## src/rtl/fp16_pkg.sv

```systemverilog
// Shared constants and state encoding for the FP16 accumulation sequencer.
package fp16_pkg;

  localparam int unsigned FP16_W = 16;
  localparam logic [FP16_W-1:0] FP16_ZERO = 16'h0000;
  localparam logic [FP16_W-1:0] FP16_ONE  = 16'h3C00;

  // Nominal adder request-to-result latency in cycles.
  localparam int unsigned ADDER_LATENCY = 7;

  typedef enum logic [2:0] {
    StIdle,
    StLoadFirst,
    StWaitIn,
    StIssue,
    StWaitLow,
    StWaitHigh,
    StDone,
    StErr
  } accum_state_e;

endpackage

```

## src/rtl/fp16_accum_ctrl.sv

```systemverilog
// Streams FP16 elements into an external adder one pair at a time and folds the
// results into a running sum; pulses sum_valid once with the final value.
module fp16_accum_ctrl
  import fp16_pkg::*;
#(
  parameter int unsigned COUNT_W = 8,
  parameter int unsigned TIMEOUT = 16
) (
  input  logic               clk,
  input  logic               rst,
  input  logic               start,
  input  logic [COUNT_W-1:0] len,
  input  logic               in_valid,
  input  logic [FP16_W-1:0]  in_data,
  output logic               in_ready,
  output logic               add_req,
  output logic [FP16_W-1:0]  add_a,
  output logic [FP16_W-1:0]  add_b,
  input  logic [FP16_W-1:0]  add_result,
  input  logic               add_done,
  output logic [FP16_W-1:0]  sum,
  output logic               sum_valid,
  output logic               busy,
  output logic               error
);

  localparam int unsigned TimerW = $clog2(TIMEOUT + 1);
  localparam logic [TimerW-1:0] TimerLast = TimerW'(TIMEOUT - 1);

  accum_state_e       state;
  logic [FP16_W-1:0]  acc;
  logic [COUNT_W-1:0] remaining;
  logic [COUNT_W-1:0] remaining_dec;
  logic [TimerW-1:0]  timer;
  logic               handshake;

  assign remaining_dec = remaining - COUNT_W'(1);
  assign handshake     = in_valid && in_ready;

  always_ff @(posedge clk or posedge rst) begin
    if (rst) begin
      state     <= StIdle;
      acc       <= FP16_ZERO;
      remaining <= '0;
      timer     <= '0;
      in_ready  <= 1'b0;
      add_req   <= 1'b0;
      add_a     <= FP16_ZERO;
      add_b     <= FP16_ZERO;
      sum       <= FP16_ZERO;
      sum_valid <= 1'b0;
      busy      <= 1'b0;
      error     <= 1'b0;
    end else begin
      sum_valid <= 1'b0;
      unique case (state)
        StIdle: begin
          if (start) begin
            error <= 1'b0;
            if (len == '0) begin
              acc       <= FP16_ZERO;
              sum       <= FP16_ZERO;
              sum_valid <= 1'b1;
              busy      <= 1'b0;
              state     <= StDone;
            end else begin
              busy      <= 1'b1;
              remaining <= len - COUNT_W'(1);
              in_ready  <= 1'b1;
              state     <= StLoadFirst;
            end
          end
        end

        StLoadFirst: begin
          if (handshake) begin
            acc <= in_data;
            if (remaining == '0) begin
              in_ready  <= 1'b0;
              sum       <= in_data;
              sum_valid <= 1'b1;
              busy      <= 1'b0;
              state     <= StDone;
            end else begin
              state <= StWaitIn;
            end
          end
        end

        StWaitIn: begin
          // Operands are frozen here and held until the adder result returns.
          if (handshake) begin
            add_a    <= acc;
            add_b    <= in_data;
            in_ready <= 1'b0;
            add_req  <= 1'b1;
            state    <= StIssue;
          end
        end

        StIssue: begin
          add_req <= 1'b0;
          timer   <= '0;
          state   <= StWaitLow;
        end

        StWaitLow: begin
          if (!add_done) begin
            timer <= '0;
            state <= StWaitHigh;
          end else if (timer == TimerLast) begin
            error <= 1'b1;
            busy  <= 1'b0;
            state <= StErr;
          end else begin
            timer <= timer + TimerW'(1);
          end
        end

        StWaitHigh: begin
          if (add_done) begin
            acc       <= add_result;
            remaining <= remaining_dec;
            if (remaining_dec == '0) begin
              sum       <= add_result;
              sum_valid <= 1'b1;
              busy      <= 1'b0;
              state     <= StDone;
            end else begin
              in_ready <= 1'b1;
              state    <= StWaitIn;
            end
          end else if (timer == TimerLast) begin
            error <= 1'b1;
            busy  <= 1'b0;
            state <= StErr;
          end else begin
            timer <= timer + TimerW'(1);
          end
        end

        StDone:  state <= StIdle;
        StErr:   state <= StIdle;
        default: state <= StIdle;
      endcase
    end
  end

endmodule

```

## config.mk

```make
export PLATFORM = sky130hd
export DESIGN_NAME = fp16_accum_ctrl
export DESIGN_NICKNAME = d
export VERILOG_FILES = /design/src/rtl/fp16_pkg.sv /design/src/rtl/fp16_accum_ctrl.sv
export SDC_FILE = /design/constraint.sdc
export NUM_CORES = 1
export LEC_CHECK = 0
export ABC_AREA = 1
export CAP_MARGIN = 5
export CORE_MARGIN = 10
export CORE_UTILIZATION = 52
export CTS_BUF_LIST = sky130_fd_sc_hd__clkbuf_8
export CTS_CLUSTER_DIAMETER = 50
export DETAILED_ROUTE_END_ITERATION = 12
export GPL_ROUTABILITY_DRIVEN = 1
export GPL_TIMING_DRIVEN = 0
export PLACE_DENSITY = 0.83
export REMOVE_ABC_BUFFERS = 1
export SYNTH_ARGS = -nofsm -noshare
export SYNTH_HDL_FRONTEND = slang
export SYNTH_SLANG_ARGS = --single-unit
```

## constraint.sdc

```tcl
create_clock -name clk -period 3.6 [get_ports clk]
set_clock_uncertainty 0.05 [all_clocks]
set_input_delay 0.9 -clock clk [delete_from_list [all_inputs] [get_ports clk]]
set_output_delay 0.9 -clock clk [all_outputs]
set_load 0.005 [all_outputs]
```

Word level (Yosys, flattened, before mapping)
Index checks and enable logic that the tools add are counted.
W data, S select, Z words.
{"block": "word_totals", "regBits": 85, "output_inout_bits": 53}
{"block": "classes", "n_reduce_logical": 23, "n_eq_ne": 20, "muxes": 57, "add_sub_neg": 3}
{"op": "$mux W16", "count": 8}
{"op": "$pmux W16 S3", "count": 2}
{"op": "$mux W3", "count": 9}
{"op": "$logic_not A8 Y1", "count": 3}
{"op": "$mux W1", "count": 24}
{"op": "$mux W8", "count": 3}
{"op": "$ne A2 B2 Y1 const B", "count": 11}
{"op": "$pmux W3 S7", "count": 1}
{"op": "$pmux W8 S2", "count": 1}
{"op": "$sub A8 B1 Y8 const B", "count": 2}
{"op": "$mux W5", "count": 3}
{"op": "$pmux W5 S3", "count": 1}
{"op": "$eq A3 B3 Y1 const B", "count": 4}
{"op": "$reduce_bool A3 Y1", "count": 3}
{"op": "$pmux W1 S4", "count": 2}
{"op": "$reduce_and A4 Y1", "count": 2}
{"op": "$reduce_and A8 Y1", "count": 1}
{"op": "$reduce_bool A4 Y1", "count": 2}
{"op": "$reduce_and A7 Y1", "count": 1}
{"op": "$eq A3 B2 Y1 const B", "count": 2}
{"op": "$pmux W1 S3", "count": 2}
{"op": "$reduce_and A2 Y1", "count": 3}
{"op": "$reduce_and A6 Y1", "count": 1}
{"op": "$add A5 B1 Y5 const B", "count": 1}
{"op": "10 further kinds", "count": 11}

Longest topological paths before layout
{"block": "depth", "word_depth": 5, "mapped_depth": 14, "mapped_depth_nobuf": 14}

Worst setup path before layout
OpenSTA, ideal clock, no wires.
{"block": "synth_path", "path_type": "input -> register", "start": "in len[0]", "end": "reg sum[0]", "setup_time_ps": 117, "cell_stages": 12, "path_buffers": 1, "arrival_time_ps": 2195, "slack_ps": 1238, "cell_sequence": "inv_1 > ha_1 > nand2_1 > nor2_1 > nand2_1 > nand2_1 > inv_1 > nor3_4 > nand2_4 > buf_6 > nand2_1 > nand2_1"}
{"block": "synth_between", "elab_chain_len": 3}
{"element": "from (decl)", "line": "fp16_accum_ctrl.sv:12", "source": "input logic [COUNT_W-1:0] len,"}
{"element": "$logic_not A8 Y1", "line": "fp16_accum_ctrl.sv:60", "source": "if (len == '0) begin"}
{"element": "$ne A2 B2 Y1 (no source line)"}
{"element": "$reduce_and A7 Y1 (no source line)"}
{"element": "to (signal assigned)", "line": "fp16_accum_ctrl.sv:80", "source": "sum <= in_data;"}
{"element": "to (signal assigned)", "line": "fp16_accum_ctrl.sv:125", "source": "sum <= add_result;"}
{"element": "to (decl)", "line": "fp16_accum_ctrl.sv:21", "source": "output logic [FP16_W-1:0] sum,"}
No other way between the ends.
A chain may end at the register's enable or synchronous reset.

Final worst setup path
{"block": "layout_path", "start": "in len[0]", "end": "reg acc[4]"}
{"block": "layout_between", "elab_chain_len": 3}
{"element": "$logic_not A8 Y1", "line": "fp16_accum_ctrl.sv:60"}
{"element": "$ne A2 B2 Y1 (no source line)"}
{"element": "$reduce_and A5 Y1 (no source line)"}
{"element": "to (signal assigned)", "line": "fp16_accum_ctrl.sv:77", "source": "acc <= in_data;"}
{"element": "to (signal assigned)", "line": "fp16_accum_ctrl.sv:122", "source": "acc <= add_result;"}
{"element": "to (decl)", "line": "fp16_accum_ctrl.sv:31", "source": "logic [FP16_W-1:0] acc;"}
No other way between the ends.

==> out/qor.csv <==
stage,metric,value,unit
drt,vias,3819,
clocking,cts_tree,done,
critical_path,rr_startpoint,remaining[0],
floorplan,start_util,0.536,
critical_path,crit_required,3.73,ns
yosys,synthTopCellsByArea,"dfrtp_1, nand2_1, o21ai_0",
clocking,post_cts_buffers,0,
global_route,grt_pass1_wl,17300,um
critical_path,cp.buffers_inverters,3,
yosys,synth_most_common_cell,nand2_1,
yosys,syn_area_per_cell,7.80,um2
timing,hold_ws,0.424,ns
critical_path,crit_slowest_cell,nor2_2,
critical_path,arrival,3.25,ns
critical_path,reg2reg_to,sum[4],
critical_path,slowest_delay,0.86,ns
global_route,grt_overflow,0,
yosys,ys_seq_elements,85,
timing,max_freq,321,MHz
final_layout,drive_above_1_share,0.0745,
clocking,path_clk_slew,0.08,ns
yosys,synthCells,534,
min_path,min_path_type,flop to flop,
global_route,track_usage,0.177,
clocking,cts_sinks,85,
placed_design,dpl.hpwl,7940,um
floorplan,die_w,109,um
timing,fin_crit_sh,0.866,
yosys,dominantRegCellSynth,dfrtp_1,
global_route,first_global_vias,3699,
pwr,leakagePower,2.60,nW
job,maxCapViolCount,0,
critical_path,worstRegToRegCells,11,
drt,routedWlPerCell,14.6,um
yosys,synth-async-reset-ratio,1.00,
yosys,synth_top_area_share,0.511,
drt,ant_nets,0,
timing,slew_violations,0,
yosys,synthMuxAreaShare,0,
final_layout,final_util,0.700,
min_path,worstHoldEndpoint,sum[6],
final_layout,nNetsFinal,675,
floorplan,coreArea,0.00777,mm2
min_path,hold_path_depth,2,
yosys,synth_top_cell_by_area,dfrtp_1,
yosys,syn_area,0.00416,mm2
final_layout,design_area,0.00544,mm2
floorplan,dieArea,0.0120,mm2
floorplan,pin_count,98,
final_layout,fill_cells,631,
yosys,synth_edf_count,0,
critical_path,crit_chain,clkdlybuf4s50_1 -> inv_1 -> ha_1 -> nand2_1 -> nor2_1 -> nand2_1 -> nand2_1 -> inv_1 -> nor2_2 -> o21ai_0,
yosys,yosys.area_share.xor_xnor,0.00210,
clocking,htreeDepth,3,
outcome,status,"complete, no violations",
pwr,ir_drop,0.000455,V
clocking,root_buffer,clkbuf_8,
critical_path,critPathMaxFanout,32,
global_route,antenna_found_initial,0,
drt,via_per_inst,5.21,
pwr,powerDensity,739,mW/mm2
critical_path,start_kind,primary input,
yosys,synth_compound_area_frac,0.134,
timing,tightest_slew,1.11,ns
critical_path,cp_top_family,simple AND/OR/NAND/NOR gates,
timing,rsz0062_at_grt,no,
yosys,ys_seq_area_frac,0.511,
clocking,clock_path_buffers,2,
drt,totalWireLength,10700,um
drt,drtIter0Drc,159,
clocking,cts_made_buffers,9,
yosys,synth_fa_ha_area_frac,0.0120,
drt,route.detailed.drc,0,
critical_path,cp-end-kind,flop,
drt,dr.pass1.iters,4,
yosys,synth_top_family_by_area,simple AND/OR/NAND/NOR gates,
pwr,power,4.02,mW
critical_path,cpMostUsedCell,nand2_1,
final_layout,syn_to_final_growth,30.6,%
critical_path,worst-setup-path-type,primary input to flop,
global_route,grt_max_degree,68,
min_path,worstHoldStart,sum[6],
timing,maxSlewHeadroom,0.262,
final_layout,diodes,0,
yosys,synth_cell_types,31,
timing,min_period,3.12,ns
placed_design,io_buffers,97,
floorplan,die_height,109,um
critical_path,rrSetupSlack,1.04,ns
yosys,yosysWarnings,0,
yosys,synthTopCellsByCount,"nand2_1, o21ai_0, dfrtp_1",
timing,hold_viol_final,0,
placed_design,gp_congestion,0.885,
clocking,holdBufCountCts,0,
placed_design,place_area,0.00524,mm2
yosys,yosys.area_share.simple,0.252,
floorplan,placementRows,32,
clocking,clock_latency,0.35,ns
clocking,ctsResizeCount,0,
timing,setup-violations-final,0,
[flip-flops by register name, indices dropped and copies added, names as in the netlist]
name,flops
acc,16
add_a,16
add_b,16
sum,16
remaining,8
timer,5
state,3
add_req,1
busy,1
error,1
in_ready,1
sum_valid,1
[placed cells by master (no fill, tap or decap), types with 2 or more instances in the layout]
cell type	n
a211oi_1	2
a21oi_1	11
a31oi_1	3
clkbuf_8	9
clkdlybuf4s50_1	97
clkinvlp_4	2
dfrtp_1	85
ha_1	4
inv_1	63
inv_2	9
inv_6	2
nand2_1	162
nand2_2	6
nand3_1	37
nand4_1	3
nor2_1	20
nor2_2	6
nor2_4	2
nor3_1	2
o21ai_0	86
o21ai_1	3
or2_2	2
[cell families after synthesis]
| group | count (synthesis) |
|---|---|
| simple gates | 245 |
| compound gates | 108 |
| buf+inv | 91 |
| flops | 85 |
| fa+ha+maj | 4 |
| xor+xnor | 1 |
[metal layers]
metal	GRT usage	part of all wire	wire (um)	vias up
li1	-	-	-	1885
met1	0.221	0.43	4620	1785
met2	0.299	0.48	5080	133
met3	0.0363	0.078	838	16
met4	0.0604	0.013	140	0
met5	0	0	0	-
[worst register-to-register path: cells and delay by family (launching register included)]
kind,cells,cell delay (ns)
fa+ha+maj,1,0.25
buf+inv,2,0.23
flops,1,0.39
simple gates,8,1.52
[layout make-up]
| class | instances | area, um2 | area share |
|---|---|---|---|
| Sequential cell | 85 | 2130 | 0.391 |
| Inverter | 72 | 273 | 0.0502 |
| Clock buffer | 9 | 124 | 0.0228 |
| Clock inverter | 7 | 75.1 | 0.0138 |
| Multi-Input combinational cell | 358 | 1680 | 0.308 |
| Tap cell | 102 | 128 | 0.0235 |
| Timing Repair Buffer | 100 | 1030 | 0.190 |
[worst max-delay path by stage]
stage               depth (start not counted)         to  slack (ns)  startpoint
CTS                                        10     acc[4]        0.46      len[0]
detailed placement                         10     acc[5]        0.12      len[0]
finish                                     10     acc[4]        0.48      len[0]
global placement                            2  add_a[13]       -0.81         rst
global route                               10     acc[4]        0.19      len[0]
floorplan                                   1     acc[0]        0.46         rst
[where the power goes]
part | leakage [nW] | internal, mW | switching, mW
logic | 1.38 | 0.760 | 1.09
clock network | 0.0976 | 0.324 | 0.353
registers | 1.12 | 1.29 | 0.195
[metrics by stage]
| stage | cells | setup slack [ns] | TNS [ns] |
|---|---|---|---|
| after global placement | 714 | -0.814 | -75.57 |
| after global routing | 733 | 0.193 | 0 |
| after detailed placement | 717 | 0.117 | 0 |
| after floorplan | 515 | 0.457 | 0 |
| after CTS | 733 | 0.462 | 0 |
| final | 733 | 0.482 | 0 |
No activity file was read; power rests on OpenSTA's default activity.
